## src/rtl/cnu_sched.sv

```systemverilog
// Row/iteration scheduler for the shared check-node unit: issues q-message reads,
// tracks each row through the free-running CNU and strobes the matching r-message write.
module cnu_sched #(
    parameter int ROWS     = 16,
    parameter int ADDR_W   = 4,
    parameter int RD_LAT   = 1,
    parameter int PPL_LAT  = 3,
    parameter int MAX_ITER = 8,
    parameter int ITER_W   = 4
) (
    input  logic              clk_i,
    input  logic              rst_ni,
    input  logic              start_i,
    input  logic              abort_i,
    input  logic              stall_i,
    input  logic              parity_ok_i,
    output logic              rd_en_o,
    output logic [ADDR_W-1:0] rd_addr_o,
    output logic              wr_en_o,
    output logic [ADDR_W-1:0] wr_addr_o,
    output logic              busy_o,
    output logic              done_o,
    output logic              converged_o,
    output logic [ITER_W-1:0] iter_cnt_o
);

    localparam int LAT = RD_LAT + PPL_LAT;

    typedef enum logic [1:0] {IDLE, ISSUE, DRAIN, DONE} state_e;

    state_e                      state_q;
    logic [ADDR_W-1:0]           row_q;
    logic [ITER_W-1:0]           iter_q;
    logic                        conv_q;
    logic [LAT:1]                vld_pipe_q;
    logic [LAT:1][ADDR_W-1:0]    addr_pipe_q;

    // The issue strobe follows stall in the same cycle; the row register doubles as rd_addr
    // so the address naturally holds while nothing is issued.
    assign rd_en_o     = (state_q == ISSUE) && !stall_i;
    assign rd_addr_o   = row_q;
    assign wr_en_o     = vld_pipe_q[LAT];
    assign wr_addr_o   = addr_pipe_q[LAT];
    assign busy_o      = (state_q != IDLE);
    assign done_o      = (state_q == DONE);
    assign converged_o = conv_q;
    assign iter_cnt_o  = iter_q;

    always_ff @(posedge clk_i or negedge rst_ni) begin
        if (!rst_ni) begin
            state_q <= IDLE;
            row_q   <= '0;
            iter_q  <= '0;
            conv_q  <= 1'b0;
        end else if (abort_i) begin
            state_q <= IDLE;
        end else begin
            case (state_q)
                IDLE: if (start_i) begin
                    state_q <= ISSUE;
                    row_q   <= '0;
                    iter_q  <= '0;
                    conv_q  <= 1'b0;
                end
                ISSUE: if (rd_en_o) begin
                    if (row_q == ADDR_W'(ROWS - 1)) state_q <= DRAIN;
                    else                            row_q   <= row_q + ADDR_W'(1);
                end
                DRAIN: if (vld_pipe_q == '0) begin
                    if (parity_ok_i) begin
                        state_q <= DONE;
                        conv_q  <= 1'b1;
                    end else if (iter_q == ITER_W'(MAX_ITER - 1)) begin
                        state_q <= DONE;
                        conv_q  <= 1'b0;
                    end else begin
                        state_q <= ISSUE;
                        iter_q  <= iter_q + ITER_W'(1);
                        row_q   <= '0;
                    end
                end
                default: state_q <= IDLE;
            endcase
        end
    end

    // Shifts unconditionally: the CNU has no valid, so this pipe is its only notion of one.
    always_ff @(posedge clk_i or negedge rst_ni) begin
        if (!rst_ni) begin
            vld_pipe_q  <= '0;
            addr_pipe_q <= '0;
        end else begin
            vld_pipe_q[1]  <= rd_en_o && !abort_i;
            addr_pipe_q[1] <= rd_addr_o;
            for (int i = 2; i <= LAT; i++) begin
                vld_pipe_q[i]  <= vld_pipe_q[i-1] && !abort_i;
                addr_pipe_q[i] <= addr_pipe_q[i-1];
            end
        end
    end

endmodule
```

## config.mk

```make
export PLATFORM = sky130hd
export DESIGN_NAME = cnu_sched
export DESIGN_NICKNAME = d
export VERILOG_FILES = /design/src/rtl/cnu_sched.sv
export SDC_FILE = /design/constraint.sdc
export NUM_CORES = 1
export LEC_CHECK = 0
export CAP_MARGIN = 20
export CORE_MARGIN = 2
export CORE_UTILIZATION = 50
export CTS_CLUSTER_DIAMETER = 30
export CTS_CLUSTER_SIZE = 8
export DETAILED_ROUTE_END_ITERATION = 10
export PLACE_DENSITY = 0.79
export SYNTH_ARGS = -nofsm -noshare
export SYNTH_HDL_FRONTEND = slang
export SYNTH_SLANG_ARGS = --single-unit
```

## constraint.sdc

```tcl
create_clock -name clk_i -period 4.31 [get_ports clk_i]
set_input_delay 1.293 -clock clk_i [delete_from_list [all_inputs] [get_ports clk_i]]
set_output_delay 1.293 -clock clk_i [all_outputs]
set_load 0.05 [all_outputs]
```

==> run summary, run 1 <==
post-synthesis cell type count: 37
post-CTS setup buffer count: 0
GR Util met1: 24.5%
crit-path max FO: 4
routed wire length: 2.25 mm
FMAX: 295 MHz
Setup WS pre-CTS: 0.931 ns
vias in the first global route: 780
Register-to-Register Path Depth: 4
Clock Path Buffers: 2
Top-Level Pins: 23
share of cells above drive strength 1: 12.8%
Seq pwr share: 53.0%
YS warnings: 0
grt peak-use layer: met2
Fillers: 205
cell chain of the critical path: clkdlybuf4s50_1 > nor2_1 > buf_4
M2 GR Usage: 24.7%
Clock transition at path regs: 0.08 ns
initial antenna violation count: 0
number of buffers and inverters on the critical path: 2
Synth area leader: dfrtp_1
min-delay worst type: reg2reg
internal power: 466 uW
Rows: 18
Critical Path RT: 3.02 ns
area delta synth->final: 21.0%
first-pass iteration count of the detailed router: 4
Crit path largest cell delay: 0.47 ns
Layout Skew: 0.0143 ns
slack of the critical path: 0.923 ns
post-route ant nets: 0
min-delay src: addr_pipe_q[10]
worst r2r dst: rd_addr_o[1]
Yosys top cell area share: 61.1%
synthesized area: 1270 um^2
die area: 2960 um^2
switching part of the total: 33.3%
delay-heaviest family, CP: buffers and inverters
CTS tree: built
Worst-Margin Slew: 0.496 ns
R2R Path Start: state_q[1]
synth top area cells: dfrtp_1 61%, nor2b_1 3.0%, o21ai_0 2.4%, buf_4 2.4%, a2111oi_4 2.2%
power density over the cells: 455 nW/um^2
HPWL after DPL: 1.58 mm
cell count after synthesis: 102
part of the Yosys area used for sequential elements: 61.1%
post-DR vias/cell: 5.49
initial core utilization: 52.2%
clock power share: 22.1%
multi-input logic area: 444 um^2
n_diodes: 0
Sum Neg Setup Slack: 0 ns
final hold vios: 0
hold buffer count at CTS: 0
post-layout min period: 3.39 ns
Core ar.: 2430 um^2
max_slew headroom: 66.8%
DRT iter0 DRCs: 19
Comb power frac: 24.9%
CP arrival: 2.09 ns
met3 Track Usage GR: 6.28%
Yosys reg bits: 31
startpoint types: input port
FF+latch area: 776 um^2
TritonCTS Buffers: 5
worst vdd ir: 0.320 mV
max-cap viol count: 0
switching pwr: 233 uW
IO buf count: 22
total congestion overflow: 0
remaining routing DRC violations: 0
hold endpoint: wr_addr_o[2]
Root Buffer: clkbuf_4
placer's final routability congestion estimate: 0.778
critical path endpoint category: output port
P_leak: 0.000720 uW
Syn Nets: 110
fin crit share: 78.6%
CTS resizes: 0
clk_lat worst skew: 0.33 ns
largest net degree at the start of global routing: 32
Total GRT Usage: 17.8%
CP max-delay cell: clkdlybuf4s50_1
die width: 54.4 um
# H-tree levels: 2
Chip Height: 54.4 um
WL per Instance: 14.5 um
vias after detailed routing: 851
Final Max Tran Viols: 0
Setup-failing EPs final: 0
Synth Area per Inst: 12.5 um^2
CP Class: in2out
r2r setup slk: 2.19 ns
global-route wire length before repair: 3.58 mm
CTS sink cnt: 31
nets: 132
hold-critical path depth: 0
RSZ-0062 raised after global routing: false
status: finished, final reports clean
## layer usage
layer	part of all wire (%)	wire length (um)
met4	1.6	36
met3	4.9	110
met5	0	0
met1	48	1080
met2	46	1030
## flip-flops by register name (all words and copies together), names as in the netlist
register / count
addr_pipe_q: 12
converged_o: 1
iter_cnt_o: 4
rd_addr_o: 4
state_q: 2
vld_pipe_q: 4
wr_addr_o: 4
## cell families after synthesis
logic type               after synthesis  share of synthesized area, %
buffers and inverters                  9                          3.94
adder cells (fa/ha/maj)                2                          1.97
AND/OR/NAND/NOR                       37                          17.2
multiplexers                           3                          2.96
flip-flops                            31                          61.1
AO/OA/AOI/OAI                         20                          12.8
## cell type report
cell class	count	share of cell area (%)
multi-input cells	62	28.9
clock inverters	1	0.326
well taps	30	2.44
inverters	1	0.244
clock buffers	7	2.93
repair buffers	23	14.7
flip-flops and latches	31	50.5
## synthesized netlist by cell type, drive strengths merged
cell,n
o211ai,1
a41oi,1
buf,5
o21ai,6
nand2,4
and3b,2
nand3,4
a21o,2
a32o,1
nor3b,1
and4b,1
inv,1
or2,2
ha,2
a21oi,1
a2111oi,1
a211o,2
nand4b,1
or3,1
nor2,7
o31ai,1
clkbuf,3
and2,1
nor3,2
a31oi,1
nor2b,6
or4,1
dfrtp,31
a2111o,1
nand2b,3
mux2,3
o2bb2ai,1
o21a,1
nor4b,1
## power groups by stage
stage	sequential, uW	clock (uW)	combinational, uW
floorplan	405	0	95.0
global placement	374	0	173
detailed placement	376	0	175
CTS	371	159	176
global route	377	169	184
finish	370	155	174
## placed cells by master, fill, tap and decap left out, types with 2 or more instances in the layout
cell type	synthesis	layout
and3b_1	2	2
ha_1	2	2
a21o_1	2	2
clkdlybuf4s50_1	0	21
a211o_1	2	2
dfrtp_1	31	31
o21ai_0	6	6
nor3_1	2	2
nand3_1	4	4
clkbuf_4	0	5
buf_4	4	2
nand2_1	3	3
nor2b_1	6	6
nor2_1	7	7
nand2b_1	3	3
mux2_2	2	2
or2_2	2	2
clkbuf_1	3	2
## stage by stage
step | util, % | hold slack, ns | area (um^2) | instances | total power [uW]
3_5_place_dp | 61.1 | 0.335 | 1490 | 147 | 551
5_1_grt | 63.2 | 0.360 | 1540 | 155 | 731
3_3_place_gp | 61.1 | 0.331 | 1490 | 147 | 547
6_report | 63.2 | 0.352 | 1540 | 155 | 699
2_1_floorplan | - | 0.331 | 1270 | 102 | 500
4_1_cts | 63.2 | 0.355 | 1540 | 155 | 706
## worst max path at each step
stage | endpoint | slack [ns] | depth (start not counted) | from
floorplan | rd_en_o | 1.07 | 1 | stall_i
detailed placement | rd_en_o | 0.93 | 3 | stall_i
CTS | rd_en_o | 0.93 | 3 | stall_i
finish | rd_en_o | 0.92 | 3 | stall_i
global route | rd_en_o | 0.87 | 3 | stall_i
global placement | rd_en_o | 0.94 | 3 | stall_i
Power figures use the tool's default switching activity.
==> run 2: changes to the inputs <==
--- a/config.mk
+++ b/config.mk
@@ -7,11 +7,11 @@
 export LEC_CHECK = 0
 export CAP_MARGIN = 20
 export CORE_MARGIN = 2
-export CORE_UTILIZATION = 50
+export CORE_UTILIZATION = 45
 export CTS_CLUSTER_DIAMETER = 30
 export CTS_CLUSTER_SIZE = 8
 export DETAILED_ROUTE_END_ITERATION = 10
-export PLACE_DENSITY = 0.79
+export PLACE_DENSITY = 0.75
 export SYNTH_ARGS = -nofsm -noshare
 export SYNTH_HDL_FRONTEND = slang
 export SYNTH_SLANG_ARGS = --single-unit
==> constraint.sdc (replaced) <==
create_clock -name clk_i -period 3 [get_ports clk_i]
set_input_delay 0.9 -clock clk_i [delete_from_list [all_inputs] [get_ports clk_i]]
set_output_delay 0.9 -clock clk_i [all_outputs]
set_load 0.05 [all_outputs]
==> run summary, run 2 (synthesis gave the netlist of run 1 again) <==
R2R Path Start: state_q[0]
status: finished, final reports clean
CP arrival: 1.87 ns (-0.22 ns)
most frequent cells in the layout: 31 x dfrtp_1, 21 x clkdlybuf4s50_1, 7 x nor2_1, 6 x nor2b_1, 6 x o21ai_0
# H-tree levels: 2 (unchanged)
CTS resizes: 0 (unchanged)
largest net degree at the start of global routing: 32 (unchanged)
worst vdd ir: 0.669 mV (+110%)
Clock transition at path regs: 0.09 ns (about the same)
routed wire length: 2.24 mm (-0.71%)
Top reg by flops: addr_pipe_q
Register-to-Register Path Depth: 5 (+1)
Setup-failing EPs final: 0 (unchanged)
post-route ant nets: 0 (unchanged)
CP Class: reg2out
Layout Skew: 0.00522 ns (-0.00912 ns)
RSZ-0062 raised after global routing: false
worst r2r dst: rd_addr_o[1]
Hold Worst Slack: 0.354 ns (+0.00161 ns)
vias in the first global route: 879 (+13%)
max reg flops: 12 (unchanged)
n_diodes: 0 (unchanged)
CP max-delay cell: clkdlybuf4s50_1
IO buf count: 22 (unchanged)
cell chain of the critical path: and2_1 > clkdlybuf4s50_1
placer's final routability congestion estimate: 0.785 (+0.85%)
critical path endpoint: done_o
Chip Height: 57.1 um (+5.0%)
nets: 133 (+0.76%)
crit path from: state_q[1]
CTS sink cnt: 31 (unchanged)
min-delay worst type: reg2reg
Root Buffer: clkbuf_4
Worst-Margin Slew: 0.510 ns (+0.0133 ns)
Non-Filler Instances: 157 (+1.3%)
final hold vios: 0 (unchanged)
first-pass iteration count of the detailed router: 4 (unchanged)
Crit path largest cell delay: 0.81 ns (+0.34 ns)
post-DR vias/cell: 5.62 (+2.3%)
fin crit share: 92.3%
total congestion overflow: 0 (unchanged)
r2r setup slk: 0.95 ns (-1.24 ns)
Top-Level Pins: 23 (unchanged)
Final Max Tran Viols: 0 (unchanged)
remaining routing DRC violations: 0 (unchanged)
initial core utilization: 46.9% (-5.4 points)
die width: 57.1 um (+5.0%)
WL per Instance: 14.3 um (-2.0%)
Rows: 19 (+1)
global-route wire length before repair: 3.90 mm (+8.9%)
Sum Neg Setup Slack: 0 ns (unchanged)
post-layout min period: 2.77 ns
Core ar.: 2710 um^2 (+11%)
HPWL after DPL: 1.58 mm (-0.49%)
critical path endpoint category: output port
FMAX: 361 MHz
max_slew headroom: 65.9% (-0.89 points)
post-CTS setup buffer count: 0 (unchanged)
CTS tree: built
commonest non-fill, non-tap cell in the layout: dfrtp_1
area delta synth->final: 23.0%
max-cap viol count: 0 (unchanged)
Critical Path RT: 2.10 ns (-0.92 ns)
crit-path max FO: 10 (+6)
clk_lat worst skew: 0.32 ns (about the same)
TritonCTS Buffers: 5 (unchanged)
power density over the cells: 650 nW/um^2 (+43%)
hold buffer count at CTS: 0 (unchanged)
post-placement cell count: 149 (+1.4%)
Clock Path Buffers: 2 (unchanged)
vias after detailed routing: 882 (+3.6%)
startpoint types: register
DRT iter0 DRCs: 18 (-1)
die area: 3260 um^2 (+10%)
share of cells above drive strength 1: 14.3% (+1.5 points)
Total GRT Usage: 15.8% (-2.0 points)
P_leak: 0.000728 uW (+1.0%)
initial antenna violation count: 0 (unchanged)
Tot Pwr: 1010 uW (+45%)
## run 2: cell count changes in the layout (fill, tap and decap cells not counted), sizes merged
cell      before  now
clkbuf         7    6
clkinvlp       0    1
buf            2    3
## run 2: worst min path at each step
stage,end,cells after the start,startpoint,slack [ns]
after floorplan,addr_pipe_q[10],0,addr_pipe_q[6],0.33
after CTS,wr_addr_o[3],0,addr_pipe_q[11],0.36
final,wr_addr_o[3],0,addr_pipe_q[11],0.35
after detailed placement,addr_pipe_q[6],0,addr_pipe_q[2],0.33
after global placement,addr_pipe_q[9],0,addr_pipe_q[5],0.33
after global routing,wr_addr_o[0],0,addr_pipe_q[8],0.36
## run 2: per-stage QoR
stage	util, %	instance area (um^2)	setup WS [ns]
3_3_place_gp	55.6	1510	0.329
2_1_floorplan	-	1270	0.546
5_1_grt	57.6	1560	0.130
4_1_cts	57.6	1560	0.217
3_5_place_dp	55.6	1510	0.322
6_report	57.6	1560	0.231
## run 2: report_power, final
| part | leakage [uW] | switching, uW | internal, uW |
|---|---|---|---|
| Clock | 0.0000282 | 135 | 90.2 |
| Combinational | 0.000277 | 167 | 93.3 |
| Sequential | 0.000422 | 39.6 | 490 |
## run 2: layout make-up
cell class                 instances  area [um^2]
clock buffer                       6         41.3
tap                               31         38.8
timing repair buffer              24          245
clock inverter                     2         12.5
inverter                           1         3.75
sequential                        31          776
fill                             254         1150
multi-input combinational         62          444
## run 2: critical path: cells and delay by family (launching register included)
kind	cells	cell delay, ns
buffers and inverters	1	0.81
AND/OR/NAND/NOR	1	0.21
flip-flops	1	0.53
## run 2: per-layer routing
metal	global-route usage [%]	up-vias	part of all wire, %
li1	-	404	-
met1	20.1	438	43
met5	0	-	0
met4	7.31	0	2.8
met3	7.26	8	6.4
met2	23.2	32	48
==> run 3: changes to the inputs <==
--- a/config.mk
+++ b/config.mk
@@ -11,6 +11,7 @@
 export CTS_CLUSTER_DIAMETER = 30
 export CTS_CLUSTER_SIZE = 8
 export DETAILED_ROUTE_END_ITERATION = 10
+export GPL_ROUTABILITY_DRIVEN = 0
 export PLACE_DENSITY = 0.75
 export SYNTH_ARGS = -nofsm -noshare
 export SYNTH_HDL_FRONTEND = slang
==> constraint.sdc (replaced) <==
create_clock -name clk_i -period 3 [get_ports clk_i]
set_input_delay 0.75 -clock clk_i [delete_from_list [all_inputs] [get_ports clk_i]]
set_output_delay 0.75 -clock clk_i [all_outputs]
set_load 0.05 [all_outputs]
==> run summary, run 3 (synthesis gave the netlist of run 1 again) <==
Setup WS pre-CTS: 0.610 ns (+0.288 ns)
Rows: 19 (unchanged)
TritonCTS Buffers: 5 (unchanged)
die area: 3260 um^2 (unchanged)
post-DR vias/cell: 5.30 (-5.6%)
die width: 57.1 um (unchanged)
# H-tree levels: 2 (unchanged)
CTS tree: built
initial core utilization: 46.9% (unchanged)
Total GRT Usage: 14.8% (-1.0 points)
min-delay worst type: reg2reg
largest net degree at the start of global routing: 32 (unchanged)
number of buffers and inverters on the critical path: 1 (unchanged)
Root Buffer: clkbuf_4
max-cap viol count: 0 (unchanged)
total congestion overflow: 0 (unchanged)
critical path endpoint category: output port
CTS sink cnt: 31 (unchanged)
share of cells above drive strength 1: 12.8% (-1.5 points)
power density over the cells: 646 nW/um^2 (-0.59%)
P_leak: 0.000724 uW (-0.55%)
n_diodes: 0 (unchanged)
Layout Skew: 0.00157 ns (-0.00364 ns)
fin crit share: 87.8% (-4.5 points)
GR Util met1: 19.7% (-0.39 points)
CP arrival: 1.88 ns (about the same)
M2 GR Usage: 20.7% (-2.5 points)
CTS resizes: 0 (unchanged)
cell chain of the critical path: and2_1 > clkdlybuf4s50_1
initial antenna violation count: 0 (unchanged)
Core ar.: 2710 um^2 (unchanged)
post-route ant nets: 0 (unchanged)
status: finished, final reports clean
post-CTS setup buffer count: 0 (unchanged)
vias after detailed routing: 827 (-6.2%)
remaining routing DRC violations: 0 (unchanged)
CP Class: reg2out
vias in the first global route: 784 (-11%)
commonest non-fill, non-tap cell in the layout: dfrtp_1
worst vdd ir: 0.588 mV (-12%)
Final Max Tran Viols: 0 (unchanged)
hold buffer count at CTS: 0 (unchanged)
max reg flops: 12 (unchanged)
IO buf count: 22 (unchanged)
Clock Path Buffers: 2 (unchanged)
first-pass iteration count of the detailed router: 4 (unchanged)
startpoint types: register
CP max-delay cell: clkdlybuf4s50_1
crit-path max FO: 11 (+1)
Top-Level Pins: 23 (unchanged)
Sum Neg Setup Slack: 0 ns (unchanged)
post-layout min period: 2.63 ns (-0.135 ns)
Chip Height: 57.1 um (unchanged)
Top reg by flops: addr_pipe_q
final hold vios: 0 (unchanged)
Hold Worst Slack: 0.352 ns (-0.00234 ns)
global-route wire length before repair: 3.57 mm (-8.3%)
Setup-failing EPs final: 0 (unchanged)
HPWL after DPL: 1.49 mm (-5.4%)
max_slew headroom: 66.6% (+0.67 points)
Critical Path RT: 2.25 ns (+0.15 ns)
Worst-Margin Slew: 0.500 ns (-0.00997 ns)
WL per Instance: 13.1 um (-7.8%)
Crit path largest cell delay: 0.80 ns (about the same)
routed wire length: 2.05 mm (-8.4%)
nets: 132 (-0.75%)
most frequent cells in the layout: 31 x dfrtp_1, 21 x clkdlybuf4s50_1, 7 x nor2_1, 6 x nor2b_1, 6 x o21ai_0
grt peak-use layer: met2
RSZ-0062 raised after global routing: false
delay-heaviest family, CP: buffers and inverters
DRT iter0 DRCs: 10 (-8)
Clock transition at path regs: 0.08 ns (about the same)
FMAX: 380 MHz (+5.1%)
clk_lat worst skew: 0.31 ns (about the same)
slack of the critical path: 0.367 ns (+0.135 ns)
Tot Pwr: 1000 uW (-1.3%)
area delta synth->final: 22.1%
met3 Track Usage GR: 7.26% (unchanged)
run 3: cell types whose count changed in the layout (fill, tap and decap cells not counted), sizes merged:
cell	previous run	this run
clkinvlp	1	0
buf	3	2
clkbuf	6	7
run 3: cell type report:
cell class | count | area, um^2
clock buffers | 7 | 45.0
clock inverters | 1 | 5.00
fillers | 236 | 1160
inverters | 1 | 3.75
multi-input cells | 62 | 444
flip-flops and latches | 31 | 776
well taps | 31 | 38.8
repair buffers | 23 | 238
run 3: stage by stage:
stage               cells  utilization [%]  instance area (um^2)
finish                156             57.2                  1550
global placement      148             55.4                  1500
global route          156             57.2                  1550
floorplan             102                -                  1270
detailed placement    148             55.4                  1500
CTS                   156             57.2                  1550
run 3: worst paths after layout:
kind,startpoint,end,slack [ns],cells past startpoint
max in group asynchronous,rst_ni,iter_cnt_o[1],1.91,2
max reg2reg,state_q[1],rd_addr_o[0],0.98,4
min,addr_pipe_q[9],wr_addr_o[1],0.35,0
max,state_q[0],done_o,0.37,2
min reg2reg,addr_pipe_q[9],wr_addr_o[1],0.35,0
min in group asynchronous,rst_ni,rd_addr_o[0],0.82,2
run 3: layer usage:
| metal | wire (um) | part of all wire [%] |
|---|---|---|
| met5 | 0 | 0 |
| met4 | 36 | 1.8 |
| met2 | 918 | 45 |
| met1 | 972 | 47 |
| met3 | 123 | 6.0 |
run 3: power by group:
part / switching (uW) / internal [uW] / leakage (uW)
Combinational: 161 / 90.8 / 0.000272
Clock: 125 / 91.1 / 0.0000293
Sequential: 43.2 / 490 / 0.000422
Total: 329 / 672 / 0.000724
run 3: worst reg2reg max path, delay by kind of cell (launching register included):
| kind | cells | cell delay [ns] |
|---|---|---|
| compound gates | 1 | 0.30 |
| mux | 1 | 0.36 |
| flops | 1 | 0.54 |
| simple gates | 2 | 0.72 |
